<file path="src/rtl/spi_slave_if.sv">
// Bundle of write-FIFO, read-FIFO and SPI pin signals seen by spi_slave.
interface spi_slave_if #(
  parameter int W = 8
);
  logic [W:0]   out;
  logic         put;
  logic         full;
  logic [W-1:0] in;
  logic         get;
  logic         empty;
  logic         spi_cs_n;
  logic         spi_clock;
  logic         spi_dc;
  logic         spi_mosi;
  logic         spi_miso;
  logic         spi_miso_oe;

  modport slave (
    output out, put, get, spi_miso, spi_miso_oe,
    input  full, in, empty, spi_cs_n, spi_clock, spi_dc, spi_mosi
  );

  modport master (
    input  out, put, get, spi_miso, spi_miso_oe,
    output full, in, empty, spi_cs_n, spi_clock, spi_dc, spi_mosi
  );
endinterface

</file>
<file path="src/rtl/spi_slave.sv">
// Mode-0 SPI target with D/C bit, oversampled by the system clock; frames go to a write FIFO.
// Define SPI_SLAVE_STATUS_EN to add sticky overrun/underrun status outputs.
//
// state  | meaning
// IDLE   | cs_n high, SCK edges ignored
// ACTIVE | cs_n low, shifting frames
module spi_slave #(
  parameter int         W    = 8,
  parameter logic [7:0] FILL = 8'hFF
) (
  input  logic        clock,
  input  logic        reset_n,
  spi_slave_if.slave  bus
`ifdef SPI_SLAVE_STATUS_EN
  ,
  output logic        overrun,
  output logic        underrun
`endif
);

  localparam int         CW     = $clog2(W + 1);
  localparam logic [W-1:0] FILL_W = W'(FILL);

  typedef enum logic {IDLE, ACTIVE} state_t;
  state_t state_q, state_d;

  logic cs_s1, cs_s2, cs_h;
  logic sck_s1, sck_s2, sck_h;
  logic dc_s1, dc_s2;
  logic mosi_s1, mosi_s2;

  logic [CW-1:0] cnt;
  logic [W-1:0]  rx_sh, rx_next;
  logic [W-1:0]  tx_sh, tx_buf, tx_load;
  logic          tx_valid, get_d, reload_pend;
  logic          cs_fall, cs_rise, rise_ok, fall_ok, last_bit, reload;

  always_ff @(posedge clock or negedge reset_n) begin
    if (!reset_n) begin
      cs_s1   <= 1'b1;
      cs_s2   <= 1'b1;
      cs_h    <= 1'b1;
      sck_s1  <= 1'b0;
      sck_s2  <= 1'b0;
      sck_h   <= 1'b0;
      dc_s1   <= 1'b0;
      dc_s2   <= 1'b0;
      mosi_s1 <= 1'b0;
      mosi_s2 <= 1'b0;
    end else begin
      cs_s1   <= bus.spi_cs_n;
      cs_s2   <= cs_s1;
      cs_h    <= cs_s2;
      sck_s1  <= bus.spi_clock;
      sck_s2  <= sck_s1;
      sck_h   <= sck_s2;
      dc_s1   <= bus.spi_dc;
      dc_s2   <= dc_s1;
      mosi_s1 <= bus.spi_mosi;
      mosi_s2 <= mosi_s1;
    end
  end

  assign cs_fall  = cs_h & ~cs_s2;
  assign cs_rise  = ~cs_h & cs_s2;
  assign rise_ok  = (state_q == ACTIVE) & ~cs_rise & ~sck_h & sck_s2;
  assign fall_ok  = (state_q == ACTIVE) & ~cs_rise & sck_h & ~sck_s2;
  assign last_bit = rise_ok & (cnt == CW'(W - 1));
  // The next frame's first bit is presented on the SCK fall that follows the last bit.
  assign reload   = cs_fall | (fall_ok & reload_pend);
  assign tx_load  = tx_valid ? tx_buf : FILL_W;
  assign rx_next  = {rx_sh[W-2:0], mosi_s2};
  assign bus.spi_miso_oe = ~cs_s2;

  always_ff @(posedge clock or negedge reset_n) begin
    if (!reset_n) state_q <= IDLE;
    else          state_q <= state_d;
  end

  always_comb begin
    state_d = state_q;
    case (state_q)
      IDLE:    if (cs_fall) state_d = ACTIVE;
      ACTIVE:  if (cs_rise) state_d = IDLE;
      default: state_d = IDLE;
    endcase
  end

  always_ff @(posedge clock or negedge reset_n) begin
    if (!reset_n) begin
      cnt          <= '0;
      rx_sh        <= '0;
      reload_pend  <= 1'b0;
      bus.out      <= '0;
      bus.put      <= 1'b0;
      tx_sh        <= '0;
      tx_buf       <= '0;
      tx_valid     <= 1'b0;
      get_d        <= 1'b0;
      bus.get      <= 1'b0;
      bus.spi_miso <= 1'b1;
`ifdef SPI_SLAVE_STATUS_EN
      overrun      <= 1'b0;
      underrun     <= 1'b0;
`endif
    end else begin
      bus.put <= 1'b0;
      if (cs_rise || cs_fall) begin
        cnt         <= '0;
        reload_pend <= 1'b0;
      end else if (rise_ok) begin
        rx_sh <= rx_next;
        if (last_bit) begin
          cnt         <= '0;
          reload_pend <= 1'b1;
          if (!bus.full) begin
            bus.put <= 1'b1;
            bus.out <= {dc_s2, rx_next};
          end
`ifdef SPI_SLAVE_STATUS_EN
          else overrun <= 1'b1;
`endif
        end else begin
          cnt <= cnt + 1'b1;
        end
      end else if (fall_ok && reload_pend) begin
        reload_pend <= 1'b0;
      end

      if (reload) begin
        tx_sh        <= tx_load;
        bus.spi_miso <= tx_load[W-1];
`ifdef SPI_SLAVE_STATUS_EN
        if (!tx_valid) underrun <= 1'b1;
`endif
      end else if (fall_ok) begin
        tx_sh        <= {tx_sh[W-2:0], 1'b0};
        bus.spi_miso <= tx_sh[W-2];
      end

      // get_d guards the capture cycle so one slot never sees two reads.
      get_d   <= bus.get;
      bus.get <= ~tx_valid & ~bus.empty & ~bus.get & ~get_d;
      if (get_d) begin
        tx_buf   <= bus.in;
        tx_valid <= 1'b1;
      end else if (reload) begin
        tx_valid <= 1'b0;
      end
    end
  end

endmodule

</file>
<file path="src/flat_wrapper.sv">
// flat-port wrapper written by rule: the top's interface ports become plain ports
module spi_slave_flat 
#(
  parameter int         W    = 8,
  parameter logic [7:0] FILL = 8'hFF
)
  (clock, reset_n, bus_out, bus_put, bus_get, bus_spi_miso, bus_spi_miso_oe, bus_full, bus_in, bus_empty, bus_spi_cs_n, bus_spi_clock, bus_spi_dc, bus_spi_mosi);
  spi_slave_if #(.W(W)) bus_i ();
  input  logic clock;
  input  logic reset_n;
  output wire logic [$bits(bus_i.out)-1:0] bus_out;
  output wire logic [$bits(bus_i.put)-1:0] bus_put;
  output wire logic [$bits(bus_i.get)-1:0] bus_get;
  output wire logic [$bits(bus_i.spi_miso)-1:0] bus_spi_miso;
  output wire logic [$bits(bus_i.spi_miso_oe)-1:0] bus_spi_miso_oe;
  input wire logic [$bits(bus_i.full)-1:0] bus_full;
  input wire logic [$bits(bus_i.in)-1:0] bus_in;
  input wire logic [$bits(bus_i.empty)-1:0] bus_empty;
  input wire logic [$bits(bus_i.spi_cs_n)-1:0] bus_spi_cs_n;
  input wire logic [$bits(bus_i.spi_clock)-1:0] bus_spi_clock;
  input wire logic [$bits(bus_i.spi_dc)-1:0] bus_spi_dc;
  input wire logic [$bits(bus_i.spi_mosi)-1:0] bus_spi_mosi;
  assign bus_out = bus_i.out;
  assign bus_put = bus_i.put;
  assign bus_get = bus_i.get;
  assign bus_spi_miso = bus_i.spi_miso;
  assign bus_spi_miso_oe = bus_i.spi_miso_oe;
  assign bus_i.full = bus_full;
  assign bus_i.in = bus_in;
  assign bus_i.empty = bus_empty;
  assign bus_i.spi_cs_n = bus_spi_cs_n;
  assign bus_i.spi_clock = bus_spi_clock;
  assign bus_i.spi_dc = bus_spi_dc;
  assign bus_i.spi_mosi = bus_spi_mosi;
  spi_slave #(.W(W), .FILL(FILL)) u_core (.clock(clock), .reset_n(reset_n), .bus(bus_i));
endmodule
</file>
<file path="config.mk">
export PLATFORM = sky130hd
export DESIGN_NAME = spi_slave_flat
export DESIGN_NICKNAME = d
export VERILOG_FILES = /design/src/rtl/spi_slave_if.sv /design/src/rtl/spi_slave.sv /design/src/flat_wrapper.sv
export SDC_FILE = /design/constraint.sdc
export NUM_CORES = 1
export LEC_CHECK = 0
export CORE_MARGIN = 1.5
export CORE_UTILIZATION = 40
export CTS_CLUSTER_DIAMETER = 80
export DETAILED_ROUTE_END_ITERATION = 10
export DONT_BUFFER_PORTS = 1
export PLACE_DENSITY = 0.56
export SKIP_CTS_REPAIR_TIMING = 1
export SLEW_MARGIN = 20
export SYNTH_ARGS = -nofsm -noshare
export SYNTH_HDL_FRONTEND = slang
export SYNTH_SLANG_ARGS = --single-unit
</file>
<file path="constraint.sdc">
create_clock -name clock -period 3.7 [get_ports clock]
set_input_delay 0.37 -clock clock [delete_from_list [all_inputs] [get_ports clock]]
set_output_delay 0.37 -clock clock [all_outputs]
set_load 0.005 [all_outputs]
</file>
Word level (Yosys, flattened, before mapping):

Cells that the tools add are included.

* flip-flop bits (word level): 52
* word-level logic and storage cells: 80
* input port bits: 16

* reductions and logical operators: 9
* bitwise operators: 25
* equal/unequal tests: 2
* muxes and demuxes: 21
* $add $sub $neg: 1

Operators by type and width (count)
* $mux 1: 14
* $mux 7: 2
* $and 1x1->1: 12
* $mux 4: 3
* $not 1->1: 12
* $mux 8: 1
* $reduce_bool 2->1: 3
* $add 4x1->4 const B: 1
* $eq 4x3->1 const B: 1
* $reduce_and 2->1: 2
* $reduce_and 4->1: 1
* $ne 3x3->1 const B: 1
* $reduce_bool 3->1: 1
* $pmux 1 s2: 1
* $logic_and 1x1->1: 1
* $logic_or 1x1->1: 1
* $or 1x1->1: 1

Longest topological paths before layout:

Gate-level depths: netlist of run 1.

* depth after elaboration: 10
* mapped depth: 6
* depth with buffers taken out: 5

Worst setup path after synthesis of run 1:

OpenSTA, ideal clock, no wires.

* kind: register to register
* start: reg u_core.cs_h
* end: reg u_core.bus.out[0]
* path slack: 1.661 ns
* data arrival time: 1.914 ns
* buffers on the path: 1
* period minus slack after synthesis: 2.039 ns
* cell stages (with the launch flop): 7
* path through: dfstp_2 > inv_1 > ha_1 > nand4bb_4 > or4_4 > buf_6 > mux2_4

* cells in the longest elaborated chain, start to end: 8
* elaborated cells on any way between the ends: 11
* classes of those cells: bitwise (9); reduce/logical (2)

RTL lines
* start, declared: line spi_slave.sv:27 `logic cs_s1, cs_s2, cs_h;`
* start signal, assigned: line spi_slave.sv:53 `cs_h <= cs_s2;`
* $not 1->1: line spi_slave.sv:65 `assign cs_rise = ~cs_h & cs_s2;`
* $and 1x1->1: line spi_slave.sv:65
* $not 1->1: line spi_slave.sv:66 `assign rise_ok = (state_q == ACTIVE) & ~cs_rise & ~sck_h & sck_s2;`
* $and 1x1->1 (3 in series): line spi_slave.sv:66
* $and 1x1->1: line spi_slave.sv:68 `assign last_bit = rise_ok & (cnt == CW'(W - 1));`
* $reduce_and 4->1 (no source line) *
* end signal, assigned: line spi_slave.sv:118 `bus.out <= {dc_s2, rx_next};`
* end, declared: line spi_slave_if.sv:19 `output out, put, get, spi_miso, spi_miso_oe,`

Mark *: on every way between the ends. The rest lies on a longest branch, timed or not.
A chain may end at the register's enable or synchronous reset.

Worst setup path after layout of run 1:

* start: reg u_core.cs_h
* end: reg u_core.bus.out[2]

The elaborated chain is that of the path after synthesis.

==> results of run 1 <==
[critical path, cell delays in order (launching register included)]
cell and delay [ns]:
dfstp_2 0.54, inv_1 0.04, ha_1 0.22, nand4bb_4 0.25, or4_4 0.64, mux2_4 0.34
[worst max-delay path by stage]
stage                                startpoint                            end  slack [ns]  depth (start not counted)
after floorplan           u_core.cs_h$_DFF_PN1_  u_core.bus.out[0]$_DFFE_PN0P_        1.66                          6
after global placement    u_core.cs_h$_DFF_PN1_  u_core.bus.out[2]$_DFFE_PN0P_        1.62                          5
after detailed placement  u_core.cs_h$_DFF_PN1_  u_core.bus.out[3]$_DFFE_PN0P_        1.58                          5
after CTS                 u_core.cs_h$_DFF_PN1_  u_core.bus.out[1]$_DFFE_PN0P_        1.57                          5
after global routing      u_core.cs_h$_DFF_PN1_  u_core.bus.out[6]$_DFFE_PN0P_        1.51                          5
final                     u_core.cs_h$_DFF_PN1_  u_core.bus.out[2]$_DFFE_PN0P_        1.58                          5
[report_power, final]
part / switching [W] / internal [W] / total (W)
Clock: 0.000167 / 0.000129 / 0.000296
Sequential: 0.0000827 / 0.000695 / 0.000778
Combinational: 0.0000912 / 0.000132 / 0.000223
[cells in the mapped netlist]
cell type / instances / area (um^2)
o21ai_0: 2 / 10.0
or3_2: 2 / 15.0
mux2_4: 9 / 135
mux2_2: 15 / 169
nand2_1: 4 / 15.0
nor2_1: 8 / 30.0
nand2b_1: 1 / 6.26
nand3_1: 1 / 5.00
or4_4: 1 / 11.3
a21o_1: 1 / 7.51
a21oi_1: 5 / 25.0
o32a_1: 7 / 70.1
or4_2: 1 / 8.76
buf_2: 1 / 5.00
clkbuf_1: 3 / 11.3
nor4_1: 1 / 6.26
ha_1: 3 / 37.5
nand3b_1: 2 / 15.0
inv_1: 15 / 56.3
o32ai_1: 1 / 8.76
dfstp_2: 4 / 105
buf_6: 1 / 11.3
mux2i_1: 8 / 80.1
a21oi_2: 1 / 8.76
dfrtp_1: 48 / 1200
nand4bb_4: 1 / 27.5
and4bb_2: 2 / 25.0
[metal layers]
metal  global-route usage, %  part of all wire, %
met1                    19.5                   47
met2                    19.2                   47
met3                    5.56                  5.2
met4                    4.17                 0.78
met5                       0                    0
[cell families after synthesis]
group,count (synthesis),synth area share [%]
buffers and inverters,20,3.98
AOI/OAI and AO/OA,17,6.18
adders and majority gates,3,1.78
muxes,32,18.2
DFF,52,62.0
and+or+nand+nor,24,7.84
[registers in the layout, indices dropped and copies added, names as in the netlist]
register	cells
u_core.sck_s2	1
u_core.mosi_s2	1
u_core.bus.spi_miso	1
u_core.tx_valid	1
u_core.dc_s1	1
u_core.cs_s2	1
u_core.get_d	1
u_core.reload_pend	1
u_core.mosi_s1	1
u_core.rx_sh	7
u_core.cs_s1	1
u_core.sck_s1	1
u_core.bus.get	1
u_core.tx_buf	8
u_core.dc_s2	1
u_core.cnt	4
u_core.bus.out	9
u_core.state_q	1
u_core.cs_h	1
u_core.tx_sh	7
u_core.bus.put	1
u_core.sck_h	1
[final cells by class]
| type | count | area share [%] |
|---|---|---|
| Multi-Input combinational cell | 76 | 31.4 |
| Timing Repair Buffer | 2 | 1.64 |
| Sequential cell | 52 | 57.2 |
| Clock inverter | 1 | 0.219 |
| Tap cell | 70 | 3.84 |
| Inverter | 15 | 2.47 |
| Clock buffer | 6 | 3.18 |
[layout by cell type (no fill, tap or decap), types with 2 or more instances in the layout]
master / n
nand3b_1: 2
a21oi_1: 5
dfrtp_1: 48
dfstp_2: 4
ha_1: 3
clkbuf_8: 5
nor2_1: 8
o21ai_0: 2
and4bb_2: 2
mux2i_1: 8
mux2_4: 9
mux2_2: 15
o32a_1: 7
or3_2: 2
inv_1: 15
nand2_1: 4
[stage by stage]
step                      hold WS [ns]  setup slack, ns  total power (W)  utilization, %
final                           0.0659             1.58          0.00130            44.7
after global routing            0.0362             1.51          0.00139            44.7
after CTS                       -0.252             1.57          0.00130            43.9
after detailed placement        0.0767             1.58          0.00101            42.4
after global placement          0.0759             1.62         0.000989            42.4
after floorplan                 0.0744             1.66         0.000953               -
==> flow_metrics.env, run 1 <==
export IMPL_pin_count=29
export IMPL_ir_drop_mv=0.272
export IMPL_first_global_vias=1172
export IMPL_finalHoldViolCount=0
export IMPL_ant_nets=0
export IMPL_die_area_um2=5710
export IMPL_cts_path_max_buffers=2
export IMPL_avgSynthCellArea_um2=14.2
export IMPL_core_area_um2=5110
export IMPL_hold_path_depth=0
export IMPL_holdPathEnd="u_core.cs_s1$_DFF_PN1_"
export IMPL_finalSetupTns_ns=0
export IMPL_worst_setup_path_end_kind="register"
export IMPL_drc=0
export IMPL_vias=1084
export IMPL_avgViaCountPerCell=4.88
export IMPL_drive_gt1_share_pct=28.3
export IMPL_nFillCells=477
export IMPL_final_cell_area_um2=2280
export IMPL_slew_violations=0
export IMPL_rr_startpoint="u_core.cs_h$_DFF_PN1_"
export IMPL_clk_pin_slew_worst_paths_ns=0.08
export IMPL_placed_cell_area_um2=2170
export IMPL_worstPathMaxFanout=10
export IMPL_required_ns=3.88
export IMPL_r2r_end="u_core.bus.out[2]$_DFFE_PN0P_"
export IMPL_synthCells=148
export IMPL_grt_overflow_total=0
export IMPL_maxCapViolations=0
export IMPL_area_growth_pct=8.31
export IMPL_fmax_ghz=0.472
export IMPL_p_leak_nw=1.07
export IMPL_ys_ff_latch=52
export IMPL_first_iter_violations=77
export IMPL_outcome="completed"
export IMPL_die_x_um=75.6
export IMPL_clkSinkCount=52
export IMPL_worstRegToRegCells=5
export IMPL_max_slew_margin_rel_pct=70.8
export IMPL_cp_arrival_ns=2.30
export IMPL_finClkSkew_ns=0.00335
export IMPL_grt_usage_pct=13.7
export IMPL_critPathKind="register to register"
export IMPL_final_period_utilization_pct=57.3
export IMPL_grt_max_degree=53
export IMPL_port_buffers=0
export IMPL_dp_cells=213
export IMPL_diodes=0
export IMPL_routabilityCongestion=0.682
export IMPL_drt_total_wl_um=3310
export IMPL_cts_htree_levels=2
export IMPL_synth_fp_nets=167
export IMPL_hp_start="bus_spi_cs_n"
export IMPL_post_drt_wl_per_cell_um=14.9
export IMPL_synth_cell_types=27
export IMPL_cts_tree="done"
export IMPL_finalSetupViolCount=0
export IMPL_grt_pass1_wl_um=5800
export IMPL_drt_first_pass_iters=4
export IMPL_cts_root_buf="clkbuf_8"
export IMPL_fin_cells=222
export IMPL_seqCellArea_um2=1310
export IMPL_clk_latency_ns=0.29
export IMPL_multi_input_area_um2=717
export IMPL_rsz0062_at_grt="no"
export IMPL_ys_seq_area_share_pct=62.0
export IMPL_start_kind="register"
export IMPL_num_nets_final=171
export IMPL_worstMarginPinSlew_ns=0.438
export IMPL_r2r_setup_slack_ns=1.58
export IMPL_rows=26
export IMPL_die_h_um=75.6
export IMPL_cts_made_buffers=5
export IMPL_min_path_type="input port to register"
export IMPL_start_util_pct=41.3
export IMPL_synthesis_area_um2=2110
export IMPL_p_per_area_nw_per_um2=568
export IMPL_antenna_found_initial=0
export IMPL_ys_warn_count=0
export IMPL_min_period_ns=2.12
export IMPL_hpwl_um=2300
(Power assumes the default switching activity.)
==> inputs of run 2 (changes only) <==
--- a/config.mk
+++ b/config.mk
@@ -10,7 +10,7 @@
 export CTS_CLUSTER_DIAMETER = 80
 export DETAILED_ROUTE_END_ITERATION = 10
 export DONT_BUFFER_PORTS = 1
-export PLACE_DENSITY = 0.56
+export PLACE_DENSITY = 0.58
 export SKIP_CTS_REPAIR_TIMING = 1
 export SLEW_MARGIN = 20
 export SYNTH_ARGS = -nofsm -noshare
==> constraint.sdc (replaced) <==
create_clock -name clock -period 1.9 [get_ports clock]
set_input_delay 0.19 -clock clock [delete_from_list [all_inputs] [get_ports clock]]
set_output_delay 0.19 -clock clock [all_outputs]
set_load 0.005 [all_outputs]
==> run 2 against run 1 <==
  * Clock-buffer cell count up 1
  * The flow now finishes with violations (negative setup slack)
  * Cell count increased by 5.9%
  * Sequential share of layout area is 3.3 points lower
  * Largest cell class unchanged
  * Clock power rose by 110%
  * Total power increased by 100%
  * Largest power group unchanged
==> flow_metrics.env, run 2 (synthesis gave the netlist of run 1 again) <==
export IMPL_outcome="finished with violations"
export IMPL_violations="negative setup slack"
export IMPL_first_iter_violations=30
export IMPL_ant_nets=0
export IMPL_first_global_vias=1138
export IMPL_area_growth_pct=15.0
export IMPL_grt_overflow_total=0
export IMPL_critPathLaunch="u_core.cs_h$_DFF_PN1_"
export IMPL_clk_pin_slew_worst_paths_ns=0.09
export IMPL_pin_count=29
export IMPL_cts_root_buf="clkbuf_8"
export IMPL_rr_startpoint="u_core.cs_h$_DFF_PN1_"
export IMPL_port_buffers=0
export IMPL_finalHoldViolCount=0
export IMPL_grt_usage_pct=13.2
export IMPL_cp_arrival_ns=2.18
export IMPL_largest_reg_flops=9
export IMPL_start_kind="register"
export IMPL_worstMarginPinSlew_ns=0.424
export IMPL_final_cell_mix="48 x dfrtp_1, 15 x mux2_2, 13 x inv_1, 9 x mux2_4"
export IMPL_cts_made_buffers=5
export IMPL_die_area_um2=5710
export IMPL_power_switching_w=0.000696
export IMPL_top_register="u_core.bus.out"
export IMPL_hold_slack_ns=0.0424
export IMPL_clkSinkCount=52
export IMPL_post_drt_wl_per_cell_um=14.9
export IMPL_ir_drop_mv=0.577
export IMPL_pwr_share_clk_pct=24.2
export IMPL_vias=1156
export IMPL_finClkSkew_ns=0.00988
export IMPL_power_w=0.00262
export IMPL_seqPwrFrac_pct=58.2
export IMPL_routabilityCongestion=0.709
export IMPL_rsz0062_at_grt="yes"
export IMPL_drive_gt1_share_pct=33.9
export IMPL_fin_ws_ns=-0.100
export IMPL_critPathKind="register to register"
export IMPL_antenna_found_initial=0
export IMPL_maxCapViolations=0
export IMPL_avgViaCountPerCell=4.92
export IMPL_slew_violations=0
export IMPL_fin_util_pct=47.5
export IMPL_die_h_um=75.6
export IMPL_internal_power_w=0.00193
export IMPL_worstPathMaxFanout=5
export IMPL_cts_path_max_buffers=2
export IMPL_max_slew_margin_rel_pct=71.7
export IMPL_diodes=0
export IMPL_min_path_type="input port to register"
export IMPL_p_sw_share_pct=26.5
export IMPL_combPwrFrac_pct=17.6
export IMPL_fmax_ghz=0.500
export IMPL_p_leak_nw=1.13
export IMPL_num_nets_final=183
export IMPL_rows=26
export IMPL_die_x_um=75.6
export IMPL_final_period_utilization_pct=105
export IMPL_clk_latency_ns=0.30
export IMPL_top_regs="u_core.bus.out (9), u_core.tx_buf (8)"
export IMPL_layout_commonest_cell="dfrtp_1"
export IMPL_start_util_pct=41.3
export IMPL_cts_htree_levels=2
export IMPL_drt_first_pass_iters=4
export IMPL_finalSetupViolCount=10
export IMPL_drc=0
export IMPL_core_area_um2=5110
export IMPL_p_per_area_nw_per_um2=1080
export IMPL_cts_tree="done"
export IMPL_required_ns=2.08
export IMPL_worst_setup_path_end_kind="register"
export IMPL_grt_pass1_wl_um=5500
export IMPL_grt_max_degree=53
export IMPL_hpwl_um=2350
export IMPL_hp_start="bus_in[0]"
export IMPL_drt_total_wl_um=3490
export IMPL_min_period_ns=2.00
export IMPL_finalSetupTns_ns=-0.763
==> run 2: cell count changes in the layout (fill, tap and decap cells not counted), moves of 2 or more <==
cell and delta:
buf_4 +6, dlygate4sd3_1 +5, inv_1 -2, inv_2 +2
==> run 2: path summary, 6_finish.rpt <==
| path | endpoint | slack [ns] | depth (start not counted) |
|---|---|---|---|
| setup / recovery | u_core.bus.out[8]$_DFFE_PN0P_ | -0.10 | 5 |
| hold / removal | u_core.tx_buf[0]$_DFFE_PN0P_ | 0.04 | 1 |
| setup reg to reg | u_core.bus.out[8]$_DFFE_PN0P_ | -0.10 | 5 |
| hold reg to reg | u_core.dc_s2$_DFF_PN0_ | 0.36 | 0 |
| max in group asynchronous | u_core.cs_s2$_DFF_PN1_ | 1.21 | 2 |
| min in group asynchronous | u_core.cnt[3]$_DFFE_PN0P_ | 0.40 | 2 |
==> run 2: per-stage QoR <==
step | cell area [um^2] | worst slack, ns | instances
after floorplan | 2120 | -0.0900 | 148
after global placement | 2220 | -0.0548 | 219
after detailed placement | 2220 | -0.0874 | 219
after CTS | 2320 | -0.106 | 227
after global routing | 2420 | -0.147 | 235
final | 2420 | -0.100 | 235
==> run 2: critical path, stage by stage (launching register included) <==
cell       delay (ns)
dfstp_2          0.55
inv_2            0.04
ha_4             0.15
nand4bb_4        0.20
or4_4            0.61
mux2_4           0.33
==> run 2: metal layers <==
layer  track usage (%)  vias to the layer above  share of wire, %
met5                 0                        -                 0
met4              3.57                        0              0.52
met3              4.63                        2               4.0
met2              20.2                       21                50
met1              18.0                      580                46
li1                  -                      553                 -
==> run 2: final cells by class <==
cell class / instances / area (um^2)
Clock buffer: 7 / 86.3
Clock inverter: 1 / 7.51
Fill cell: 474 / 2680
Inverter: 15 / 56.3
Multi-Input combinational cell: 77 / 747
Sequential cell: 52 / 1310
Tap cell: 70 / 87.6
Timing Repair Buffer: 13 / 133
==> run 2: power groups by stage <==
stage,combinational (W),sequential (W),clock (W)
final,0.000461,0.00153,0.000634
after global routing,0.000522,0.00156,0.000705
after CTS,0.000426,0.00153,0.000661
after detailed placement,0.000423,0.00155,0
after global placement,0.000407,0.00153,0
after floorplan,0.000384,0.00148,0
==> inputs of run 3 (changes only) <==
--- a/config.mk
+++ b/config.mk
@@ -6,11 +6,11 @@
 export NUM_CORES = 1
 export LEC_CHECK = 0
 export CORE_MARGIN = 1.5
-export CORE_UTILIZATION = 40
+export CORE_UTILIZATION = 55
 export CTS_CLUSTER_DIAMETER = 80
 export DETAILED_ROUTE_END_ITERATION = 10
 export DONT_BUFFER_PORTS = 1
-export PLACE_DENSITY = 0.58
+export PLACE_DENSITY = 0.75
 export SKIP_CTS_REPAIR_TIMING = 1
 export SLEW_MARGIN = 20
 export SYNTH_ARGS = -nofsm -noshare
==> run 3 against run 2 <==
  * The run still ends with negative setup slack left
  * Total power is 5.6% higher
  * First-iteration DRC count is 130% higher
  * Non-clock buffer count is 2 higher
  * Worst hold slack worse by 0.0060 ns
  * Cell area is 1.1% higher
  * Die area is 26% lower
  * Clock power is 22% higher
  * Largest power group unchanged
==> flow_metrics.env, run 3 (synthesis gave the netlist of run 1 again) <==
export IMPL_drt_total_wl_um=3370
export IMPL_rr_startpoint="u_core.cs_h$_DFF_PN1_"
export IMPL_r2r_setup_slack_ns=-0.09
export IMPL_worstPathMaxFanout=5
export IMPL_path_delay_family="simple AND/OR/NAND/NOR gates"
export IMPL_layout_commonest_cell="dfrtp_1"
export IMPL_rsz0062_at_grt="yes"
export IMPL_final_cell_area_um2=2450
export IMPL_first_global_vias=1211
export IMPL_grt_max_degree=53
export IMPL_finClkSkew_ns=0.00810
export IMPL_area_growth_pct=16.3
export IMPL_outcome="finished with violations"
export IMPL_start_kind="register"
export IMPL_drive_gt1_share_pct=35.3
export IMPL_routabilityCongestion=0.792
export IMPL_vias=1207
export IMPL_antenna_found_initial=0
export IMPL_start_util_pct=57.6
export IMPL_finalHoldViolCount=0
export IMPL_avgViaCountPerCell=5.61
export IMPL_core_area_um2=3660
export IMPL_final_period_utilization_pct=105
export IMPL_die_h_um=64.9
export IMPL_drc=0
export IMPL_grt_overflow_total=0
export IMPL_largest_reg_flops=9
export IMPL_cts_htree_levels=2
export IMPL_critPathMaxStageDelay_ns=0.61
export IMPL_max_slew_margin_rel_pct=73.9
export IMPL_worstRegToRegCells=5
export IMPL_fin_ws_ns=-0.0927
export IMPL_cts_path_max_buffers=2
export IMPL_worst_setup_path_end_kind="register"
export IMPL_final_cell_mix="48 x dfrtp_1, 15 x mux2_2, 13 x inv_1, 9 x mux2_4, 8 x nor2_1"
export IMPL_grt_usage_pct=16.9
export IMPL_r2r_end="u_core.bus.out[7]$_DFFE_PN0P_"
export IMPL_cts_made_buffers=5
export IMPL_min_path_type="input port to register"
export IMPL_min_period_ns=1.99
export IMPL_fmax_ghz=0.502
export IMPL_critPathLaunch="u_core.cs_h$_DFF_PN1_"
export IMPL_clk_pin_slew_worst_paths_ns=0.09
export IMPL_die_area_um2=4210
export IMPL_clk_latency_ns=0.30
export IMPL_cts_root_buf="clkbuf_8"
export IMPL_crit_slowest_cell="or4_4"
export IMPL_cp_arrival_ns=2.18
export IMPL_hpwl_um=2240
export IMPL_diodes=0
export IMPL_placed_cell_area_um2=2190
export IMPL_worstMarginPinSlew_ns=0.392
export IMPL_rows=22
export IMPL_top_register="u_core.bus.out"
export IMPL_pin_count=29
export IMPL_critPathKind="register to register"
export IMPL_ir_drop_mv=0.923
export IMPL_required_ns=2.09
export IMPL_p_per_area_nw_per_um2=1130
export IMPL_top_regs="u_core.bus.out (9), u_core.tx_buf (8)"
export IMPL_crit_chain="inv_2, ha_4, nand4bb_4, or4_4, mux2_4"
export IMPL_ant_nets=0
export IMPL_drt_first_pass_iters=4
export IMPL_p_leak_nw=1.16
export IMPL_fin_util_pct=66.9
export IMPL_violations="negative setup slack"
export IMPL_finalSetupViolCount=9
export IMPL_port_buffers=0
export IMPL_slew_violations=0
export IMPL_worstSetupEndpoint="u_core.bus.out[7]$_DFFE_PN0P_"
export IMPL_num_nets_final=185
export IMPL_maxCapViolations=0
export IMPL_path_buf_inv=1
export IMPL_grt_pass1_wl_um=5380
export IMPL_die_x_um=64.9
export IMPL_post_drt_wl_per_cell_um=15.7
export IMPL_first_iter_violations=69
export IMPL_cp_num_cells=5
export IMPL_clkSinkCount=52
export IMPL_cts_tree="done"
## run 3: cell types whose count changed in the layout (fill, tap and decap cells not counted)
| cell | delta |
|---|---|
| clkinvlp_4 | -1 |
| clkbuf_1 | -1 |
| bufinv_16 | +1 |
| buf_6 | +2 |
| clkinv_4 | +1 |
| or4_2 | -1 |
| mux2i_1 | -1 |
| or4_4 | +1 |
| nand2_1 | +1 |
| mux2i_2 | +1 |
| nand2_2 | -1 |
## run 3: worst min path at each step
stage                         start  cells after the start                           end  slack (ns)
final                     bus_in[2]                      1  u_core.tx_buf[2]$_DFFE_PN0P_        0.04
after global routing      bus_in[1]                      1  u_core.tx_buf[1]$_DFFE_PN0P_        0.02
after CTS                   reset_n                      0   u_core.rx_sh[4]$_DFFE_PN0P_       -0.43
after detailed placement    reset_n                      0     u_core.cnt[3]$_DFFE_PN0P_       -0.10
after global placement      reset_n                      0     u_core.cnt[3]$_DFFE_PN0P_       -0.10
after floorplan             reset_n                      0      u_core.bus.get$_DFF_PN0_       -0.11
## run 3: area by class of cell
cell class | count | area [um^2]
tap | 48 | 60.1
timing repair buffer | 15 | 155
fill | 262 | 1210
clock buffer | 6 | 82.6
inverter | 15 | 56.3
clock inverter | 2 | 38.8
multi-input combinational | 77 | 751
sequential | 52 | 1310
## run 3: report_power, final
part	internal [W]	total, W	switching (W)
Combinational	0.000284	0.000477	0.000194
Clock	0.000431	0.000774	0.000344
Sequential	0.00135	0.00152	0.000163
## run 3: metrics by stage
stage / total power, W / hold WS [ns] / cells / TNS (ns) / setup slack (ns)
6_report: 0.00277 / 0.0364 / 215 / -0.540 / -0.0927
5_1_grt: 0.00292 / 0.0228 / 215 / -0.890 / -0.126
4_1_cts: 0.00274 / -0.434 / 204 / -0.861 / -0.0974
3_5_place_dp: 0.00197 / -0.104 / 196 / -0.741 / -0.0818
3_3_place_gp: 0.00193 / -0.104 / 196 / -0.414 / -0.0469
2_1_floorplan: 0.00186 / -0.106 / 148 / -0.810 / -0.0900
## run 3: worst reg2reg max path, cell delays in order, from the launching register on
cell       delay, ns
dfstp_2         0.54
inv_2           0.04
ha_4            0.15
nand4bb_4       0.20
or4_4           0.61
mux2_4          0.33
## run 3: per-layer routing
layer / GRT usage (%) / up-vias / wire [um]
li1: - / 555 / -
met1: 18.7 / 623 / 1440
met2: 29.4 / 27 / 1740
met3: 6.42 / 2 / 168
met4: 6.38 / 0 / 25
met5: 0 / - / 0
==> edit: new RTL, settings of run 3 <==
Reset style: synchronous (`reset_n`), changed in 3 clocked blocks.
--- a/src/rtl/spi_slave.sv
+++ b/src/rtl/spi_slave.sv
@@ -36,5 +36,5 @@
   logic          cs_fall, cs_rise, rise_ok, fall_ok, last_bit, reload;
 
-  always_ff @(posedge clock or negedge reset_n) begin
+  always_ff @(posedge clock) begin
     if (!reset_n) begin
       cs_s1   <= 1'b1;
@@ -73,5 +73,5 @@
   assign bus.spi_miso_oe = ~cs_s2;
 
-  always_ff @(posedge clock or negedge reset_n) begin
+  always_ff @(posedge clock) begin
     if (!reset_n) state_q <= IDLE;
     else          state_q <= state_d;
@@ -87,5 +87,5 @@
   end
 
-  always_ff @(posedge clock or negedge reset_n) begin
+  always_ff @(posedge clock) begin
     if (!reset_n) begin
       cnt          <= '0;
Behaviour: differs if reset_n is asserted again (counterexample within 4 cycles, from zero or initial values and one cycle with reset_n low); with reset_n held inactive, the same outputs for 10 cycles.
==> edit against run 3 <==
The flow finishes with violations (hold timing). Sequential cell count is the same. Synthesized area down 2.3%. First-iteration DRC count increased by 12%. Sequential share of layout area is 6.2 points lower. Utilization down 6.2 points. Wire length up 7.4%. Design area decreased by 9.9%. Global-route usage rose by 2.4 points. Setup slack improved by 0.18 ns.
Power is not compared: it rests on default switching activity, and its combinational part moved more than twofold at a synthesized area within 25%.
==> edit: results (changes against run 3) <==
| Metric | Value |
|---|---|
| Failing checks | hold timing |
| Worst hold slack | -0.0122 ns (-0.0486 ns) |
| Pre-Repair DR Iteration Count | 4 (unchanged) |
| Final hold violations | 1 (+1) |
| Arrival time at the worst endpoint | 2.03 ns (-0.15 ns) |
| Sequential area share after synthesis | 50.5% (-11 points) |
| Synth top cells by count | dfxtp_1, nand2_1, mux2i_1, a21oi_1, nor2_1 |
| Max incr delay on CP | 0.56 ns (-0.05 ns) |
| FFs w/ async S/R, synth | 0% (-100 points) |
| Global-route wire length before repair | 6.18 mm (+15%) |
| Status | finished with violations |
| Layout cells sized above 1 | 10.3% (-25 points) |
| DP HPWL | 2.49 mm (+11%) |
| CP max-delay cell | or4_1 |
| Final worst setup slack | 0.0889 ns (+0.182 ns) |
| Vias in the first global route | 1420 (+17%) |
| Total GRT Usage | 19.3% (+2.4 points) |
| Synth area leaders | dfxtp_1, mux2i_1, nand2_1 |
| Post-placement cell count | 253 (+29%) |
| Syn_nets | 235 (+41%) |
| Compound-Gate Fraction of Synth Area | 13.6% (+7.4 points) |
| Setup WS pre-CTS | 0.130 ns (+0.212 ns) |
| End point of the critical path | u_core.cnt[3] |
| Fraction of synthesized area in multiplexers | 8.75% (-9.5 points) |
| Reg-to-Reg Start | u_core.cs_h |
| HP Start | bus_spi_cs_n |
| Largest fanout on the critical path | 15 (+10) |
| Clock Skew | 0.00742 ns (-0.000684 ns) |
| Xor-xnor portion of the synthesized cell area | 0% (unchanged) |
| Placer congestion estimate | 0.842 (+6.3%) |
| Via density per instance | 5.65 (+0.69%) |
| Post-synthesis adder-cell area fraction | 1.82% (+0.041 points) |
| Library cells used by synthesis | 33 (+22%) |
| Iter 0 DRT Violations | 77 (+12%) |
| Nets | 232 (+25%) |
| Hold Path Sink | u_core.cs_s1 |
| Cells after synthesis | 216 (+46%) |
| Worst slew margin | 47.0% (-27 points) |
| Sw Ratio | 21.3% |
| Routed vias | 1481 (+23%) |
==> edit: changes by cell type in the layout (fill, tap and decap cells not counted), moves of 8 or more <==
cell and change:
dfrtp_1 -48, mux2i_1 +11, nand2_1 +26, mux2_4 -9, dfxtp_1 +52, o21ai_1 +8, mux2_2 -15, and2_1 +9
a21oi_1 +9
==> edit: logic make-up (layout without fill, tap and decap cells) <==
family	after synthesis	count (layout)
adders and majority gates	3	3
AOI/OAI and AO/OA	40	40
buffers and inverters	24	22
muxes	18	18
DFF	52	52
and+or+nand+nor	79	79
==> edit: per-stage QoR <==
step | hold WS [ns] | utilization (%) | cell area, um^2
6_report | -0.0122 | 60.7 | 2210
5_1_grt | 0.000704 | 60.7 | 2210
4_1_cts | -0.0556 | 60.5 | 2200
3_5_place_dp | 0.261 | 57.4 | 2090
3_3_place_gp | 0.257 | 57.4 | 2090
2_1_floorplan | 0.291 | - | 2060
==> edit: worst register-to-register path: stages, from the launching register on <==
cell and delay [ns]:
dfxtp_1 0.34, inv_1 0.05, ha_1 0.23, nand4bb_4 0.33
or4_1 0.56, a21oi_1 0.22
==> edit: power groups by stage <==
stage               registers [uW]  clock network, uW  logic (uW)
finish                        1140                734        98.4
global placement              1160                  0        91.2
floorplan                     1150                  0        93.1
global route                  1140                803         111
CTS                           1140                761        95.6
detailed placement            1160                  0        95.2
==> edit: per-layer routing <==
metal	global-route usage, %	wire, um
met5	0	0
met4	9.57	85
met3	5.99	194
met2	32.7	1750
met1	21.9	1600
==> edit: final cells by class <==
| class | count | area (um^2) |
|---|---|---|
| clock buffer | 5 | 68.8 |
| clock inverter | 3 | 42.5 |
| fill | 324 | 1430 |
| inverter | 8 | 30.0 |
| multi-input combinational | 140 | 917 |
| sequential | 52 | 1040 |
| tap | 48 | 60.1 |
| timing repair buffer | 6 | 47.5 |
